## src/rtl/beamscaler_pkg.sv

```systemverilog
// Shared types and constants for the beam scaler read-side sequencer.
package beamscaler_pkg;

    typedef enum logic [1:0] {
        ST_IDLE   = 2'd0,
        ST_HEADER = 2'd1,
        ST_READ   = 2'd2,
        ST_DRAIN  = 2'd3
    } state_e;

    localparam logic [7:0] HDR_TAG_DEFAULT = 8'hB5;
    localparam int         RD_LATENCY      = 2;

    // Header word: {tag, seq, missed, bank, 3'b000, word count}
    localparam int HDR_TAG_LSB    = 24;
    localparam int HDR_TAG_W      = 8;
    localparam int HDR_SEQ_LSB    = 16;
    localparam int HDR_SEQ_W      = 8;
    localparam int HDR_MISSED_LSB = 12;
    localparam int HDR_MISSED_W   = 4;
    localparam int HDR_BANK_BIT   = 11;
    localparam int HDR_COUNT_LSB  = 0;
    localparam int HDR_COUNT_W    = 8;

    function automatic int ndualbeams(input int nbeams);
        return nbeams / 2 + nbeams % 2;
    endfunction

endpackage

```

## src/rtl/beamscaler_reader_fifo.sv

```systemverilog
// First-word-fall-through output buffer; the fill count feeds the read credit check.
module beamscaler_reader_fifo #(
    parameter int WIDTH = 33,
    parameter int DEPTH = 4,
    localparam int AW = $clog2(DEPTH),
    localparam int CW = AW + 1
) (
    input  logic             clk_i,
    input  logic             srst_i,
    input  logic             push_i,
    input  logic [WIDTH-1:0] push_data_i,
    input  logic             pop_i,
    output logic [WIDTH-1:0] data_o,
    output logic             empty_o,
    output logic             full_o,
    output logic [CW-1:0]    count_o
);

    logic [WIDTH-1:0] mem_q [DEPTH];
    logic [AW-1:0]    wr_ptr_q;
    logic [AW-1:0]    rd_ptr_q;
    logic [CW-1:0]    count_q;
    logic             wr_en;
    logic             rd_en;

    assign empty_o = (count_q == '0);
    assign full_o  = (count_q == CW'(DEPTH));
    assign wr_en   = push_i && !full_o;
    assign rd_en   = pop_i && !empty_o;
    assign data_o  = mem_q[rd_ptr_q];
    assign count_o = count_q;

    always_ff @(posedge clk_i) begin
        if (wr_en) begin
            mem_q[wr_ptr_q] <= push_data_i;
        end
    end

    always_ff @(posedge clk_i) begin
        if (srst_i) begin
            wr_ptr_q <= '0;
            rd_ptr_q <= '0;
            count_q  <= '0;
        end else begin
            if (wr_en) begin
                wr_ptr_q <= wr_ptr_q + AW'(1);
            end
            if (rd_en) begin
                rd_ptr_q <= rd_ptr_q + AW'(1);
            end
            count_q <= count_q + CW'(wr_en) - CW'(rd_en);
        end
    end

endmodule

```

## src/rtl/beamscaler_reader.sv

```systemverilog
// Reads one packet of dual-beam words per scaler update and streams it with a header.
// Optional saturation flagging of body words: BEAMSCALER_READER_SATFLAG_EN.
module beamscaler_reader
    import beamscaler_pkg::*;
#(
    parameter int         NBEAMS     = 2,
    parameter logic [7:0] HDR_TAG    = HDR_TAG_DEFAULT,
    parameter int         FIFO_DEPTH = 4
) (
    input  logic        wb_clk_i,
    input  logic        wb_rst_i,
    input  logic        done_i,
    input  logic        write_bank_i,
    output logic        scal_rd_o,
    output logic [6:0]  scal_adr_o,
    input  logic [31:0] scal_dat_i,
    output logic [31:0] m_tdata,
    output logic        m_tvalid,
    input  logic        m_tready,
    output logic        m_tlast,
    output logic        overrun_o,
    output logic        busy_o
);

    localparam int         NDB       = ndualbeams(NBEAMS);
    localparam logic [6:0] LAST_ADR  = 7'(NDB - 1);
    localparam logic [7:0] NDB_FIELD = (NDB == 128) ? 8'd0 : 8'(NDB);
    localparam int         CW        = $clog2(FIFO_DEPTH) + 1;

    state_e                state_q, state_d;
    logic                  bank_q, bank_d;
    logic [6:0]            adr_q, adr_d;
    logic [7:0]            seq_q;
    logic [3:0]            missed_q;
    logic                  overrun_q;
    logic [RD_LATENCY-1:0] vld_q;
    logic [RD_LATENCY-1:0] last_q;

    logic                  hdr_push;
    logic                  rd;
    logic                  overrun_d;
    logic                  credit_ok;
    logic [CW:0]           occupancy;
    logic [31:0]           header;
    logic [31:0]           body;
    logic                  fifo_push;
    logic [32:0]           fifo_wdata;
    logic [32:0]           fifo_rdata;
    logic                  fifo_empty;
    logic                  fifo_full;
    logic [CW-1:0]         fifo_count;

    // Words already buffered plus reads still in the RAM pipeline must fit.
    always_comb begin
        occupancy = (CW + 1)'(fifo_count);
        for (int i = 0; i < RD_LATENCY; i++) begin
            occupancy = occupancy + (CW + 1)'(vld_q[i]);
        end
        credit_ok = occupancy < (CW + 1)'(FIFO_DEPTH);
    end

    always_comb begin
        state_d  = state_q;
        bank_d   = bank_q;
        adr_d    = adr_q;
        hdr_push = 1'b0;
        rd       = 1'b0;
        case (state_q)
            ST_IDLE: begin
                if (done_i) begin
                    bank_d  = write_bank_i;
                    state_d = ST_HEADER;
                end
            end
            ST_HEADER: begin
                if (!fifo_full) begin
                    hdr_push = 1'b1;
                    adr_d    = '0;
                    state_d  = ST_READ;
                end
            end
            ST_READ: begin
                if (credit_ok) begin
                    rd = 1'b1;
                    if (adr_q == LAST_ADR) begin
                        state_d = ST_DRAIN;
                    end else begin
                        adr_d = adr_q + 7'd1;
                    end
                end
            end
            ST_DRAIN: begin
                if (vld_q == '0) begin
                    state_d = ST_IDLE;
                end
            end
            default: state_d = ST_IDLE;
        endcase
    end

    assign overrun_d = done_i && (state_q != ST_IDLE);

    always_ff @(posedge wb_clk_i) begin
        if (wb_rst_i) begin
            state_q   <= ST_IDLE;
            bank_q    <= 1'b0;
            adr_q     <= '0;
            seq_q     <= '0;
            missed_q  <= '0;
            overrun_q <= 1'b0;
            vld_q     <= '0;
            last_q    <= '0;
        end else begin
            state_q   <= state_d;
            bank_q    <= bank_d;
            adr_q     <= adr_d;
            overrun_q <= overrun_d;
            vld_q     <= {vld_q[RD_LATENCY-2:0], rd};
            last_q    <= {last_q[RD_LATENCY-2:0], rd && (adr_q == LAST_ADR)};
            if (hdr_push) begin
                seq_q <= seq_q + 8'd1;
            end
            // An overrun coinciding with the header push belongs to the next packet.
            if (hdr_push) begin
                missed_q <= overrun_d ? 4'd1 : 4'd0;
            end else if (overrun_d && (missed_q != 4'hF)) begin
                missed_q <= missed_q + 4'd1;
            end
        end
    end

    always_comb begin
        header = '0;
        header[HDR_TAG_LSB    +: HDR_TAG_W]    = HDR_TAG;
        header[HDR_SEQ_LSB    +: HDR_SEQ_W]    = seq_q;
        header[HDR_MISSED_LSB +: HDR_MISSED_W] = missed_q;
        header[HDR_BANK_BIT]                   = bank_q;
        header[HDR_COUNT_LSB  +: HDR_COUNT_W]  = NDB_FIELD;
    end

`ifdef BEAMSCALER_READER_SATFLAG_EN
    always_comb begin
        body = scal_dat_i;
        if (scal_dat_i[11:0] == 12'hFFF) begin
            body[15] = 1'b1;
        end
        if (scal_dat_i[27:16] == 12'hFFF) begin
            body[31] = 1'b1;
        end
    end
`else
    assign body = scal_dat_i;
`endif

    // Header and body pushes never coincide: the header is pushed with no reads in flight.
    assign fifo_push  = hdr_push || vld_q[RD_LATENCY-1];
    assign fifo_wdata = hdr_push ? {1'b0, header} : {last_q[RD_LATENCY-1], body};

    beamscaler_reader_fifo #(
        .WIDTH (33),
        .DEPTH (FIFO_DEPTH)
    ) u_fifo (
        .clk_i       (wb_clk_i),
        .srst_i      (wb_rst_i),
        .push_i      (fifo_push),
        .push_data_i (fifo_wdata),
        .pop_i       (m_tvalid && m_tready),
        .data_o      (fifo_rdata),
        .empty_o     (fifo_empty),
        .full_o      (fifo_full),
        .count_o     (fifo_count)
    );

    assign m_tvalid   = !fifo_empty;
    assign m_tdata    = fifo_rdata[31:0];
    assign m_tlast    = fifo_rdata[32] && !fifo_empty;
    assign scal_rd_o  = rd;
    assign scal_adr_o = adr_q;
    assign overrun_o  = overrun_q;
    assign busy_o     = (state_q != ST_IDLE) && !((state_q == ST_DRAIN) && (vld_q == '0));

endmodule

```

## config.mk

```make
export PLATFORM = sky130hd
export DESIGN_NAME = beamscaler_reader
export DESIGN_NICKNAME = d
export VERILOG_FILES = /design/src/rtl/beamscaler_pkg.sv /design/src/rtl/beamscaler_reader_fifo.sv /design/src/rtl/beamscaler_reader.sv
export SDC_FILE = /design/constraint.sdc
export NUM_CORES = 1
export LEC_CHECK = 0
export ABC_AREA = 1
export CORE_ASPECT_RATIO = 1.25
export CORE_MARGIN = 2
export CORE_UTILIZATION = 62
export DETAILED_ROUTE_END_ITERATION = 7
export DONT_BUFFER_PORTS = 1
export PLACE_DENSITY = 0.78
export SLEW_MARGIN = 20
export SYNTH_ARGS = -nofsm -noshare
export SYNTH_HDL_FRONTEND = slang
export SYNTH_SLANG_ARGS = --single-unit
```

## constraint.sdc

```tcl
create_clock -name wb_clk_i -period 3.5 [get_ports wb_clk_i]
set_clock_uncertainty 0.2 [all_clocks]
set_input_delay 0.7 -clock wb_clk_i [delete_from_list [all_inputs] [get_ports wb_clk_i]]
set_output_delay 0.7 -clock wb_clk_i [all_outputs]
set_load 0.02 [all_outputs]
```

==> impl_metrics.csv <==
group,metric,value,unit
synthesis,syn_area,7099,um2
place,dp_hpwl,8995,um
sta,worst_slew_pin_slew,695.9,ps
sta,fin_crit_sh,86.20,%
synthesis,synth-seq-cells,168,
final_layout,fillers,791,
route,ant_nets,0,
job,drv_cap,0,
synthesis,synth-main-ff-cell,"edfxtp_1",
place,port_buffers,0,
route,wl,14830,um
worst_hold_path,hold_end,"scal_adr_o[4]$_SDFFE_PP0P_",
synthesis,synth_cells,665,
sta,hold_violations,0,
synthesis,synth_top_area_share,55.83,%
die,core_area,11140,um2
sta,max_freq,331.5,MHz
synthesis,synth_area_leaders,"edfxtp_1 (56%), dfxtp_1 (10%), nor2_1 (6.3%)",
place,place.gp.congestion,0.8039,
clock_tree,tritoncts,"done",
die,io_pins,81,
critical_path,cp_max_fo,35,
die,rows,43,
critical_path,required,2600,ps
synthesis,ys_seq_area_share,65.99,%
die,die_width,99.71,um
global_route,use_met1,28.21,%
global_route,grt_pass1_vias,4777,
synthesis,syn_area_per_cell,10.68,um2
final_layout,finalCoreUtilization,70.45,%
worst_hold_path,hold_path.class,"in -> reg",
global_route,grt_overflow,0,
final_layout,drive_above_1_share,9.278,%
global_route,grt_pass1_wl,23030,um
global_route,use_met3,6.734,%
power_and_ir_drop,clock_power_share,27.6,%
critical_path,cp-start-kind,"flip-flop",
power_and_ir_drop,p_sw_share,36.44,%
status,status,"finished, final reports clean",
place,place_ws,938.0,ps
sta,rsz0062_at_grt,"false",
route,drc,0,
clock_tree,htreeDepth,4,
critical_path,worstPathArrival,2120,ps
sta,fin_ws,483.1,ps
final_layout,syn_to_final_growth,10.52,%
global_route,antenna_found_initial,0,
global_route,top_usage_layer,"met2",
route,first_pass_iters,5,
synthesis,yosysMostFrequentCell,"edfxtp_1",
sta,finalSetupViolCount,0,
power_and_ir_drop,p_leak,2.916,nW
worst_hold_path,whs_path_depth,1,
synthesis,synth_top_cell_by_area,"edfxtp_1",
synthesis,yosys.cell_types.count,34,
synthesis,synth-edff-count,132,
sta,relSlewSlack,53.50,%
clock_tree,clk_pin_slew,60,ps
critical_path,r2r-end,"u_fifo.count_o[2]$_SDFF_PP0_",
power_and_ir_drop,peakVddDrop,0.4609,mV
die,start_util,63.75,%
route,drt_iter0_drc,385,
critical_path,worst_setup_path_end_kind,"output port",
power_and_ir_drop,power,6.699,mW
final_layout,nets,720,
synthesis,synth_common_cells,"edfxtp_1 (132), nor2_1 (119), o21ai_0 (87)",
sta,finalMaxSlewViolations,0,
power_and_ir_drop,pwr-share-comb,29.9,%
critical_path,rr_worst_depth,8,
critical_path,timing.rr.start,"state_q[1]$_SDFFE_PP0P_",
route,via_per_inst,5.823,
clock_tree,numCtsBuffers,17,
clock_tree,cts-root-buf,"clkbuf_16",
global_route,grtUsageMet2,44.93,%
global_route,grt.total_usage,24.54,%
power_and_ir_drop,pwr_density_cell,853.8,nW/um2
clock_tree,cts_hold_buf,0,
clock_tree,cts_sinks,168,
sta,setup_tns,0,ps
final_layout,seqCellArea,4686,um2
clock_tree,insertion_delay,420,ps
final_layout,n_antenna_cell,0,
global_route,grt_max_degree,67,
sta,whs,145.9,ps
final_layout,multi_input_area,2037,um2
die,die_area,12330,um2
critical_path,critPathKind,"reg -> out",
clock_tree,cts_setup_buffers,0,
power_and_ir_drop,intPower,4.258,mW
power_and_ir_drop,p_switching,2.441,mW
synthesis,ys_warn_count,0,
sta,finalCriticalPeriod,3017,ps
route,vias,4740,
synthesis,synth_async_sr_flop_share,0,%
worst_hold_path,min_from,"wb_rst_i",
power_and_ir_drop,power_frac_seq,42.5,%
die,fp.dieH,123.6,um
clock_tree,cts_resized,0,
clock_tree,cts_buffer_depth,2,
route,avgRoutedWirePerCell,18.22,um
synthesis,synth_fp_nets,719,
critical_path,r2r_slack,980,ps
[worst max path at each step]
stage / from / endpoint / slack, ps / depth (start not counted)
floorplan: state_q[1]$_SDFFE_PP0P_ / u_fifo.mem_q[0][0]$_DFFE_PP_ / 710 / 4
global placement: flip-flop / m_tdata[18] / 1010 / 4
detailed placement: flip-flop / m_tdata[20] / 940 / 4
CTS: flip-flop / m_tdata[18] / 470 / 4
global route: flip-flop / m_tdata[19] / 340 / 4
finish: flip-flop / m_tdata[20] / 480 / 4
[cell families after synthesis]
logic type	Yosys count	synth area share, %
buffers and inverters	101	5.745
adders and majority gates	17	3.102
AOI/OAI and AO/OA	145	11.00
xor gates and xnor gates	1	0.1234
DFF	168	65.99
and+or+nand+nor	233	14.05
[per-stage QoR]
stage | instances | instance area [um2]
global route | 814 | 7846
global placement | 782 | 7257
finish | 814 | 7846
detailed placement | 782 | 7257
CTS | 814 | 7846
floorplan | 665 | 7099
[power by group through the flow]
stage / Clock (mW) / Combinational (mW) / Sequential [mW]
floorplan: 0 / 1.52 / 2.84
global placement: 0 / 1.90 / 2.86
detailed placement: 0 / 1.98 / 2.88
CTS: 1.87 / 2.02 / 2.84
global route: 1.93 / 2.23 / 2.87
finish: 1.85 / 2.00 / 2.85
[registers in the layout (all words and copies together), names as in the netlist, named ones only]
| name | count |
|---|---|
| overrun_o | 1 |
| scal_adr_o | 7 |
| u_fifo.mem_q | 132 |
| u_fifo.wr_ptr_q | 2 |
| bank_q | 1 |
| u_fifo.count_o | 3 |
| missed_q | 4 |
| seq_q | 8 |
| state_q | 2 |
| last_q | 2 |
| vld_q | 2 |
| u_fifo.rd_ptr_q | 2 |
[cells in the final DEF, fill, tap and decap left out, drive strengths merged]
cell        n
clkbuf     20
clkinvlp    3
nand3      16
edfxtp    132
a21boi      1
o21ai      89
xor2        1
nand4       9
o22ai      32
nor3b       1
a21oi      19
buf        11
bufinv      3
ha         16
inv        72
dfxtp      36
or2         6
nor3        9
fa          1
nor2      120
a31oi       1
nand2      71
clkinv      6
nor4        1
o21bai      2
o21a        1
[layout make-up]
cell class / count / area share (%)
Clock buffer: 20 / 5.565
Clock inverter: 12 / 1.945
Inverter: 72 / 3.444
Multi-Input combinational cell: 396 / 25.96
Sequential cell: 168 / 59.72
Tap cell: 135 / 2.153
Timing Repair Buffer: 11 / 1.212
[worst max-delay path, cell delays in order (launching register included)]
cell,delay (ps)
dfxtp_2,320
inv_2,440
buf_4,320
o21ai_0,110
o22ai_1,500
[per-layer routing]
metal,part of all wire (%),vias to the layer above
met5,0,-
met4,1.1,0
met3,6.6,14
met2,54,150
met1,38,2293
li1,-,2283
Note: power is estimated with default switching activity, not from simulation.
